[src/rtl/fmap_snake_seq.sv]
// fmap_snake_seq
// Streams a ROWS x COLS feature map out of a memory in a snake-like order.
// HEAD walks rows 0 and 1 together, column by column. BODY then walks the
// remaining rows, with even rows scanned right-to-left and odd rows scanned
// left-to-right. Each memory word holds CH_IN 8-bit channels. The beat is
// zero-extended to LANES bytes on the output stream.
//
// Optional feature (macro SNAKE_PAD_EN): the walk covers a (ROWS+2)x(COLS+2)
// grid with a one-pixel zero border. Border positions emit zero beats and do
// not read memory.
//
// Ports:
//   clk        sole clock, rising edge
//   rst        asynchronous active-high reset (aborts a frame in progress)
//   start      one-cycle frame request (ignored while busy, except on done)
//   busy       frame in progress
//   done       one-cycle pulse after the final beat transfers
//   mem_rd     memory read strobe; mem_rdata is valid the following cycle
//   mem_addr   read address = row*COLS + col (0 when not reading)
//   mem_rdata  read data, CH_IN bytes, channel 0 in [7:0]
//   out_data   output beat, mem_rdata zero-extended to LANES bytes
//   out_valid  output beat available
//   out_ready  downstream accepts a beat when high together with out_valid
module fmap_snake_seq #(
  parameter int ROWS   = 128,
  parameter int COLS   = 128,
  parameter int CH_IN  = 4,
  parameter int LANES  = 32,
  parameter int ADDR_W = 14
) (
  input  logic                 clk,
  input  logic                 rst,
  input  logic                 start,
  output logic                 busy,
  output logic                 done,
  output logic                 mem_rd,
  output logic [ADDR_W-1:0]    mem_addr,
  input  logic [CH_IN*8-1:0]   mem_rdata,
  output logic [LANES*8-1:0]   out_data,
  output logic                 out_valid,
  input  logic                 out_ready
);

  // state | meaning
  // IDLE  | waiting for start
  // HEAD  | rows 0 and 1 interleaved, column by column
  // BODY  | rows 2..last: even rows right-to-left, odd rows left-to-right
  // DRAIN | every beat issued; waiting for read pipe and FIFO to empty

`ifdef SNAKE_PAD_EN
  localparam int GR = ROWS + 2;
  localparam int GC = COLS + 2;
`else
  localparam int GR = ROWS;
  localparam int GC = COLS;
`endif
  localparam int RW = (GR > 1) ? $clog2(GR) : 1;
  localparam int CW = (GC > 1) ? $clog2(GC) : 1;
  localparam int DW = CH_IN * 8;
  localparam int OW = LANES * 8;
  localparam logic [RW-1:0] ROW_LAST = RW'(GR - 1);
  localparam logic [CW-1:0] COL_LAST = CW'(GC - 1);

  typedef enum logic [1:0] {IDLE, HEAD, BODY, DRAIN} state_t;

  state_t            state, state_n;
  logic [RW-1:0]     row, row_n;
  logic [CW-1:0]     col, col_n;
  logic              inflight;
  logic [DW-1:0]     fifo_mem [2];
  logic              wr_ptr, rd_ptr;
  logic [1:0]        fifo_cnt;
  logic              fifo_empty;
  logic              issue;
  logic              xfer, push, pop;
  logic [DW-1:0]     in_data;
  logic [DW-1:0]     beat;
  logic [ADDR_W-1:0] lin_addr;

  // A slot is issued only if FIFO entries plus the read in flight leave room,
  // so every returning word always has a FIFO entry waiting for it.
  assign issue = ((state == HEAD) || (state == BODY)) &&
                 ((fifo_cnt + 2'(inflight)) < 2'd2);

`ifdef SNAKE_PAD_EN
  logic border;
  logic inflight_pad;

  assign border   = (row == '0) || (row == ROW_LAST) || (col == '0) || (col == COL_LAST);
  assign lin_addr = ADDR_W'((int'(row) - 1) * COLS + int'(col) - 1);
  assign mem_rd   = issue && !border;
  assign in_data  = inflight_pad ? '0 : mem_rdata;

  always_ff @(posedge clk or posedge rst) begin
    if (rst) inflight_pad <= 1'b0;
    else     inflight_pad <= issue && border;
  end
`else
  assign lin_addr = ADDR_W'(int'(row) * COLS + int'(col));
  assign mem_rd   = issue;
  assign in_data  = mem_rdata;
`endif

  assign mem_addr = mem_rd ? lin_addr : '0;

  // The word returning this cycle bypasses the FIFO when it is empty. This
  // keeps first out_valid two cycles after start with no extra latency.
  assign fifo_empty = (fifo_cnt == 2'd0);
  assign out_valid  = !fifo_empty || inflight;
  assign beat       = !fifo_empty ? fifo_mem[rd_ptr] : (inflight ? in_data : '0);
  assign out_data   = OW'(beat);
  assign xfer       = out_valid && out_ready;
  assign pop        = xfer && !fifo_empty;
  assign push       = inflight && !(xfer && fifo_empty);

  assign busy = (state != IDLE);
  assign done = (state == DRAIN) && fifo_empty && !inflight;

  always_ff @(posedge clk or posedge rst) begin
    if (rst) begin
      state <= IDLE;
      row   <= '0;
      col   <= '0;
    end else begin
      state <= state_n;
      row   <= row_n;
      col   <= col_n;
    end
  end

  always_comb begin
    state_n = state;
    row_n   = row;
    col_n   = col;
    case (state)
      IDLE: begin
        if (start) begin
          state_n = HEAD;
          row_n   = '0;
          col_n   = '0;
        end
      end
      HEAD: begin
        if (issue) begin
          if (row == '0) begin
            row_n = RW'(1);
          end else if (col == COL_LAST) begin
            if (GR == 2) begin
              state_n = DRAIN;
              row_n   = '0;
              col_n   = '0;
            end else begin
              // Row 2 is even, so BODY starts at the right-hand edge.
              state_n = BODY;
              row_n   = RW'(2);
              col_n   = COL_LAST;
            end
          end else begin
            row_n = '0;
            col_n = col + CW'(1);
          end
        end
      end
      BODY: begin
        if (issue) begin
          if ((!row[0] && (col == '0)) || (row[0] && (col == COL_LAST))) begin
            if (row == ROW_LAST) begin
              state_n = DRAIN;
              row_n   = '0;
              col_n   = '0;
            end else begin
              row_n = row + RW'(1);
              col_n = row[0] ? COL_LAST : '0;
            end
          end else begin
            col_n = row[0] ? (col + CW'(1)) : (col - CW'(1));
          end
        end
      end
      DRAIN: begin
        if (done) state_n = start ? HEAD : IDLE;
      end
      default: state_n = IDLE;
    endcase
  end

  always_ff @(posedge clk or posedge rst) begin
    if (rst) begin
      inflight    <= 1'b0;
      wr_ptr      <= 1'b0;
      rd_ptr      <= 1'b0;
      fifo_cnt    <= 2'd0;
      fifo_mem[0] <= '0;
      fifo_mem[1] <= '0;
    end else begin
      inflight <= issue;
      if (push) begin
        fifo_mem[wr_ptr] <= in_data;
        wr_ptr           <= ~wr_ptr;
      end
      if (pop) rd_ptr <= ~rd_ptr;
      fifo_cnt <= fifo_cnt + 2'(push) - 2'(pop);
    end
  end

endmodule

[config.mk]
export PLATFORM = sky130hd
export DESIGN_NAME = fmap_snake_seq
export DESIGN_NICKNAME = d
export VERILOG_FILES = /design/src/rtl/fmap_snake_seq.sv
export SDC_FILE = /design/constraint.sdc
export NUM_CORES = 1
export LEC_CHECK = 0
export ABC_AREA = 1
export BUFFER_PORTS_ARGS = -buffer_cell sky130_fd_sc_hd__clkbuf_2
export CAP_MARGIN = 20
export CORE_MARGIN = 2
export CORE_UTILIZATION = 43
export DETAILED_ROUTE_END_ITERATION = 16
export PLACE_DENSITY = 0.82
export SLEW_MARGIN = 20
export SYNTH_ARGS = -nofsm -noshare
export SYNTH_HDL_FRONTEND = slang
export SYNTH_SLANG_ARGS = --single-unit
[constraint.sdc]
create_clock -name clk -period 2.5 [get_ports clk]
set_clock_uncertainty 0.1 [all_clocks]
set_input_delay 0 -clock clk [delete_from_list [all_inputs] [get_ports clk]]
set_output_delay 0 -clock clk [all_outputs]
set_load 0.03 [all_outputs]
==> impl.org, run 1 <==
** Clocking
- The tree is rooted in a sky130_fd_sc_hd__clkbuf_16.
- Clock tree from TritonCTS :: yes
- After clock tree synthesis, the clock-pin slew on the worst setup and hold paths is 0.06 ns.
- Cells resized by post-CTS repair :: 0
- The longest clock path from root to sink contains 2 buffers.
- Insertion delay of the later-clocked pin in the worst-skew pair :: 0.34 ns
- Number of clock sinks :: 85
- Cts bufs inserted :: 9
- H-Tree Level Count :: 3

** Die
- Horizontal die dimension :: 127 µm
- Row generation in the floorplan step produced 45 rows.
- Total Die Area :: 16,200 µm²
- Number of top-level design ports :: 310
- The floorplan step set the die height to 127 µm.
- The total area inside the core boundary comes to 15,000 µm².
- The initial utilization of the core area, before any placement, comes to 0.434.

** Worst setup path
- CP Buf/Inv Count :: 3
- Required @ worst endpoint :: 2.40 ns
- For the worst flop-to-flop path, the logic depth is 9.
- Reg-to-Reg End :: row[6]
- Chain of cells forming the critical path :: inv_1, ha_1, nand3_4, buf_4, nor2_1, clkbuf_2
- Critical path arrival :: 2.16 ns
- Launch point of the worst reg-to-reg path :: state[0]
- The setup check on the worst reg-to-reg path leaves a slack of 0.35 ns.
- The slowest stage of the critical path belongs to the cell sky130_fd_sc_hd__ha_1.
- In this design, the largest share of critical-path delay is due to buffers and inverters.
- Along the worst path, the maximum fanout reaches 15.
- The worst setup path is captured at a primary output.
- Nature of the critical path startpoint :: flip-flop
- The critical path is of the reg2out type.
- On the worst path, the slowest cell contributes a delay of 0.54 ns.

** Synth
- After synthesis, the share of flip-flops with an asynchronous set or reset is 1.00.
- Synth top area cells :: sky130_fd_sc_hd__dfrtp_1 (33%), sky130_fd_sc_hd__buf_4 (26%), sky130_fd_sc_hd__nand2_1 (9.4%)
- Unique cell type count in the Yosys netlist :: 34
- Dividing the synthesized area by the synthesized cell count gives 7.59 µm².
- Yosys mapped a number of flops with a built-in enable equal to 0.
- For this run, the register share of the synthesized area comes to 0.326.
- Yosys warning count :: 0
- The mapped netlist covers 6530 µm².
- Of the post-synthesis cell area, the dominant cell type holds 0.326.
- Dominant synthesized flop cell :: sky130_fd_sc_hd__dfrtp_1
- Post-synthesis sequential element count :: 85
- Count of mapped cells out of synthesis :: 860
- Summed over all instances, the cell type with the most area after synthesis is sky130_fd_sc_hd__dfrtp_1.

** Timing
- Slew Limit Headroom :: 0.562
- Final period utilization :: 0.904
- Adding up every negative setup slack in the final design gives 0 ns.
- Unrepaired setup endpoints after global routing :: no
- The hold violation count in the final report came to 0.
- Final Slew Violations :: 0
- At the pin with the least slew margin, the transition time is 0.656 ns.
- After layout, the minimum clock period comes to 2.26 ns.
- Maximum clock rate :: 442 MHz
- Setup violators final :: 0
- Once routing completed, OpenROAD measured the worst setup slack at 0.239 ns.

** Global route
- In the global route stage, overall resource usage came out at 0.166.
- The via count of the first global-routing pass was 4,551.
- Maximum number of pins on one net before global-route repair :: 66
- Initial antenna violation count :: 0
- The first global-routing pass estimated 21,800 µm of wire.
- Remaining global-route overflow :: 0

** Routing
- DRC :: 0
- Detailed-router iteration count before antenna repair :: 7
- Using the TritonRoute via totals, the vias-per-cell ratio works out to 4.44.
- After detailed routing, the average wire length per cell comes to 11.9 µm.
- The routed layout has 5,168 vias.
- Summed over all layers, the routed wires come to 13,800 µm.
- Antenna-violating nets left :: 0
- In this run, the number of DRC markers left after iteration 0 of detailed routing was 326.

** Pwr
- Combinational group share of total power :: 0.586
- The share of total power dissipated in the clock network is 0.151.
- Of the total power, registers draw 0.263.
- Static leakage :: 3.86 nW
- P_sw :: 0.00459 W
- Fraction of power spent switching nets :: 0.523
- The design draws 0.00879 W.
- Worst IR Drop VDD :: 0.845 mV
- Dividing total power by cell area gives a power density of 1260 nW/µm².
- Cell internal power dissipation :: 0.00419 W

** Place
- Summed over all nets, the half-perimeter wirelength after detailed placement is 9260 µm.
- DP Cell Count :: 1,112
- Before CTS, the worst setup slack after placement is 0.375 ns.
- RePlAce Congestion :: 0.839
- In this run the tool buffered the top-level ports with 85 buffer cells.

** Run status
- The flow ran to the end, and the final reports show no timing, DRC or antenna violations.

** Run
- Max-cap viol count :: 0

** Finish
- Antenna diode count :: 0
- Area growth from synthesis to layout :: 6.53%
- Most common cell after layout, fill and taps aside :: sky130_fd_sc_hd__conb_1
- Share of cells above drive strength 1 :: 0.147
- Number of cells in the finished layout apart from fillers :: 1,163
- Leading cell types in the layout, fill and taps excluded :: sky130_fd_sc_hd__conb_1 (224), sky130_fd_sc_hd__nand2_1 (163), sky130_fd_sc_hd__nor2_1 (92), sky130_fd_sc_hd__dfrtp_1 (85), sky130_fd_sc_hd__clkbuf_2 (85)
- For this run, the post-layout net count is 1,018.

** Min path
- Path category of the worst min-delay check :: in2async
-- synth_stat cells, types with 2 or more instances --
cell                         n
sky130_fd_sc_hd__o21ai_1    28
sky130_fd_sc_hd__nand4_1     7
sky130_fd_sc_hd__a21oi_1     2
sky130_fd_sc_hd__nor3_1      3
sky130_fd_sc_hd__clkbuf_1   16
sky130_fd_sc_hd__buf_1       4
sky130_fd_sc_hd__nor2_4      4
sky130_fd_sc_hd__nand2_1   163
sky130_fd_sc_hd__buf_4     225
sky130_fd_sc_hd__buf_2       5
sky130_fd_sc_hd__or2_1       2
sky130_fd_sc_hd__o32ai_1    32
sky130_fd_sc_hd__nand3_2     4
sky130_fd_sc_hd__buf_6       8
sky130_fd_sc_hd__o21ai_0    54
sky130_fd_sc_hd__inv_1      64
sky130_fd_sc_hd__xor2_1      5
sky130_fd_sc_hd__nand3_1    24
sky130_fd_sc_hd__nor2_1     92
sky130_fd_sc_hd__inv_2       4
sky130_fd_sc_hd__ha_1       12
sky130_fd_sc_hd__or2_2       2
sky130_fd_sc_hd__nand2_2     4
sky130_fd_sc_hd__xnor2_1     2
sky130_fd_sc_hd__dfrtp_1    85
-- worst max path at each step --
stage / endpoint / start / cells past startpoint / slack, ns
finish: mem_addr[10] / state[0] / 6 / 0.24
global route: mem_addr[10] / state[0] / 6 / 0.12
detailed placement: row[6] / state[0] / 9 / 0.38
CTS: mem_addr[10] / state[0] / 6 / 0.20
floorplan: col[0] / rst / 1 / 0.21
global placement: row[6] / state[0] / 9 / 0.44
-- registers in the layout, indices dropped and copies added (netlist names) --
signal / count
fifo_mem: 64
col: 7
fifo_cnt: 2
state: 2
rd_ptr: 1
inflight: 1
row: 7
wr_ptr: 1
-- repair_timing --
item | CTS | global route
buffers inserted | 0 | 0
hold buffers | 35 | 0
endpoints found under the setup margin | 0 | 0
endpoints found under the hold margin | 99 | 0
-- power groups by stage --
| stage | Combinational (W) | Clock (W) | Sequential, W |
|---|---|---|---|
| detailed placement | 0.00509 | 0 | 0.00232 |
| global placement | 0.00502 | 0 | 0.00230 |
| global route | 0.00564 | 0.00142 | 0.00238 |
| CTS | 0.00514 | 0.00136 | 0.00231 |
| floorplan | 0.00427 | 0 | 0.00222 |
| finish | 0.00515 | 0.00132 | 0.00231 |
-- kinds of logic after synthesis --
kind of cell,share of synthesized area
compound gates,0.109
xor+xnor,0.00939
fa+ha+maj,0.0230
buf+inv,0.329
flops,0.326
other cells,0.000574
simple gates,0.203
-- metrics by stage --
step	cell area, µm²	hold slack (ns)	util
floorplan	7370	0.0638	-
global route	6960	0.213	0.463
global placement	6310	-0.00251	0.420
CTS	6960	0.180	0.463
finish	6960	0.163	0.463
detailed placement	6310	-0.00753	0.420
-- worst register-to-register path: stages (launching register included) --
cell,delay [ns]
sky130_fd_sc_hd__dfrtp_1,0.43
sky130_fd_sc_hd__inv_1,0.12
sky130_fd_sc_hd__ha_1,0.54
sky130_fd_sc_hd__nand3_4,0.13
sky130_fd_sc_hd__nand2_4,0.11
sky130_fd_sc_hd__nand3_2,0.08
sky130_fd_sc_hd__nor2_4,0.27
sky130_fd_sc_hd__inv_1,0.10
sky130_fd_sc_hd__nand2_1,0.06
sky130_fd_sc_hd__o21ai_0,0.07
-- metal layers --
layer,up-vias,share of wire,track usage
met1,2409,0.42,0.207
met3,16,0.069,0.0406
met5,-,0,0
met2,238,0.50,0.283
met4,0,0.012,0.0543
li1,2505,-,-
-- layout make-up --
| cell class | instances | area [µm²] |
|---|---|---|
| Clock buffer | 12 | 267 |
| Clock inverter | 4 | 30.0 |
| Fill cell | 1479 | 8080 |
| Inverter | 71 | 274 |
| Multi-Input combinational cell | 669 | 3090 |
| Sequential cell | 85 | 2130 |
| Tap cell | 188 | 235 |
| Timing Repair Buffer | 134 | 931 |
(Power assumes the default switching activity.)
==> run 2: changes to the inputs <==
- RECOVER_POWER: default -> 100
==> impl.org, run 2 (synthesis results as in run 1) <==
** Finish
- Area growth from synthesis to layout :: 5.19%
- Final core utilization :: 0.457
- Antenna diode count :: 0
- Number of flip-flops in the largest register :: 64
- Post-layout net count :: 1,018
- The largest registers in the layout are fifo_mem x64, col x7, row x7.
- Leading cell types in the layout, fill and taps excluded :: sky130_fd_sc_hd__conb_1 (224), sky130_fd_sc_hd__nand2_1 (165), sky130_fd_sc_hd__nor2_1 (93), sky130_fd_sc_hd__dfrtp_1 (85), sky130_fd_sc_hd__o21ai_0 (79)
- Share of cells above drive strength 1 :: 0.0964
- Most common cell after layout, fill and taps aside :: sky130_fd_sc_hd__conb_1
- Largest Register :: fifo_mem

** Place
- Detailed Place HPWL :: 9260 µm
- RePlAce Congestion :: 0.839
- Port bufs :: 85

** Pwr
- Fraction of power spent switching nets :: 0.529
- The internal portion of the total power is 0.00405 W.
- Static leakage :: 3.71 nW
- For this design the total switching power over the nets is 0.00455 W.
- Share of power burned in registers :: 0.269
- Worst IR Drop VDD :: 0.801 mV
- Combinational group share of total power :: 0.577
- Clock power frac :: 0.154
- For this design the ratio of total power to cell area is 1250 nW/µm².

** Timing
- For the pin with the worst max-slew slack, the measured transition is 1.64 ns.
- Fin. Hold Viols :: 0
- Setup repair after global routing left no endpoint under its margin.
- Setup violations remaining at the end of the flow were counted as 0.
- In this run the tightest slew margin relative to its limit is -0.0992.
- Maximum clock rate :: 431 MHz
- The worst path needs 2.32 ns of the cycle, external delays included.
- Final Slew Violations :: 34
- Worst hold margin :: 0.381 ns
- Final period utilization :: 0.928
- TNS Setup :: 0 ns

** Routing
- Drt total wl :: 13,800 µm
- For this run, design rule violations remaining after detail routing come to 0.
- For this block, the initial DRC count from the detailed router was 370.
- Total via count after detailed routing :: 5,168
- DR vias/cell :: 4.44
- Once detail routing completed, the nets flagged for antenna violations numbered 0.
- Detailed-router iteration count before antenna repair :: 5
- Dividing the detail-routed wire length by the instance count gives 11.8 µm.

** Min path
- For hold timing, the worst endpoint is fifo_mem[49].
- The worst hold path was traced through 4 stages.
- The min-delay analysis places its worst path in the category in2reg.
- Hold Startpoint :: mem_rdata[17]

** Worst setup path
- Register-to-register path setup slack :: 0.30 ns
- Chain of cells forming the critical path :: inv_1, ha_1, nand3_4, buf_4, nor2_1, clkbuf_1
- Standard cell with the maximum stage delay on the critical path :: sky130_fd_sc_hd__ha_1
- CP Buf/Inv Count :: 3
- Number of cell instances on the worst register-to-register path :: 8
- Worst Path Max Fanout :: 15
- CP Class :: reg2out
- Nature of the critical path startpoint :: flip-flop
- At the worst endpoint, the arrival time is 2.22 ns.
- STA classifies the critical path endpoint as a primary output.
- Required @ worst endpoint :: 2.40 ns
- Stage delay of the slowest cell on the critical path :: 0.54 ns
- On the critical path the largest part of the delay comes from buffers and inverters.
- Reg-to-Reg End :: col[1]
- The startpoint identified for the worst register-to-register timing path is state[0].

** Clocking
- TritonCTS built the clock tree.
- Cells resized by post-CTS repair :: 0
- H-Tree Level Count :: 3
- Number of clock sinks :: 85
- The number of clock buffers added by TritonCTS is 9.
- Clock tree synthesis selected as its root buffer the cell sky130_fd_sc_hd__clkbuf_16.
- Clock latency on the worst-skew pair, taken at its later pin, is 0.34 ns.
- After clock tree synthesis, the clock-pin slew on the worst setup and hold paths is 0.06 ns.
- In this run the deepest clock path goes through 2 buffers.

** Die
- Effective utilization at floorplan :: 0.434
- The die is 127 µm tall.
- From left edge to right edge, the die measures 127 µm.
- The floorplan step defined a die boundary enclosing 16,200 µm².
- Std cell rows :: 45
- Number of top-level design ports :: 310
- The floorplan step defined a core boundary enclosing 15,000 µm².

** Global route
- Maximum number of pins on one net before global-route repair :: 66
- M2 GR Usage :: 0.283
- Met1 track demand over resource :: 0.207
- met2 is the most crowded layer.
- The first global-routing pass estimated 21,800 µm of wire.
- Initial antenna violation count :: 0
- For this run, the total global-route usage over all layers was measured as 0.166.
- For met3 alone, demand over resource in global routing was 0.0406.
- Remaining global-route overflow :: 0
- Vias in the first global route :: 4,551

** Run
- Across the run, the number of max-cap violations was 1.

** Run status
- Run status :: complete, but fails checks
- Failing checks :: capacitance limit, slew limit
## run 2: area by class of cell
| cell class | count | area, µm² |
|---|---|---|
| multi-input combinational | 669 | 3080 |
| clock buffer | 12 | 267 |
| inverter | 71 | 274 |
| clock inverter | 4 | 30.0 |
| tap | 188 | 235 |
| timing repair buffer | 134 | 861 |
| fill | 1514 | 8160 |
| sequential | 85 | 2130 |
## run 2: worst max path at each step
stage,startpoint,depth (start not counted),endpoint
after detailed placement,state[0],9,row[6]
final,state[0],6,mem_addr[4]
after floorplan,rst,1,col[0]
after CTS,state[0],6,mem_addr[10]
after global placement,state[0],9,row[6]
after global routing,state[0],6,mem_addr[6]
## run 2: power by group through the flow
stage	sequential [W]	combinational (W)	clock, W
final	0.00231	0.00496	0.00132
after CTS	0.00231	0.00514	0.00136
after global routing	0.00238	0.00546	0.00142
after floorplan	0.00222	0.00427	0
after global placement	0.00230	0.00502	0
after detailed placement	0.00232	0.00509	0
## run 2: repair_timing
item | 4_1_cts | 5_1_grt
hold endpoints to repair | 99 | 0
hold buffers | 35 | 0
buffers inserted | 0 | 0
## run 2: worst min-delay path, delay by kind of cell
family	cells	cell delay (ns)
buf+inv	3	0.70
compound gates	1	0.08
## run 2: metrics by stage
step	setup slack [ns]	total power [W]	area [µm²]	instances
after floorplan	0.207	0.00649	7370	1083
after global placement	0.438	0.00731	6310	1112
after detailed placement	0.375	0.00741	6310	1112
after CTS	0.197	0.00881	6960	1163
after global routing	0.0625	0.00926	6870	1163
final	0.179	0.00859	6870	1163
## run 2: routing by layer
metal / vias to the layer above / wire [µm]
met5: - / 0
met1: 2406 / 5820
met3: 26 / 943
li1: 2504 / -
met2: 232 / 6800
met4: 0 / 210
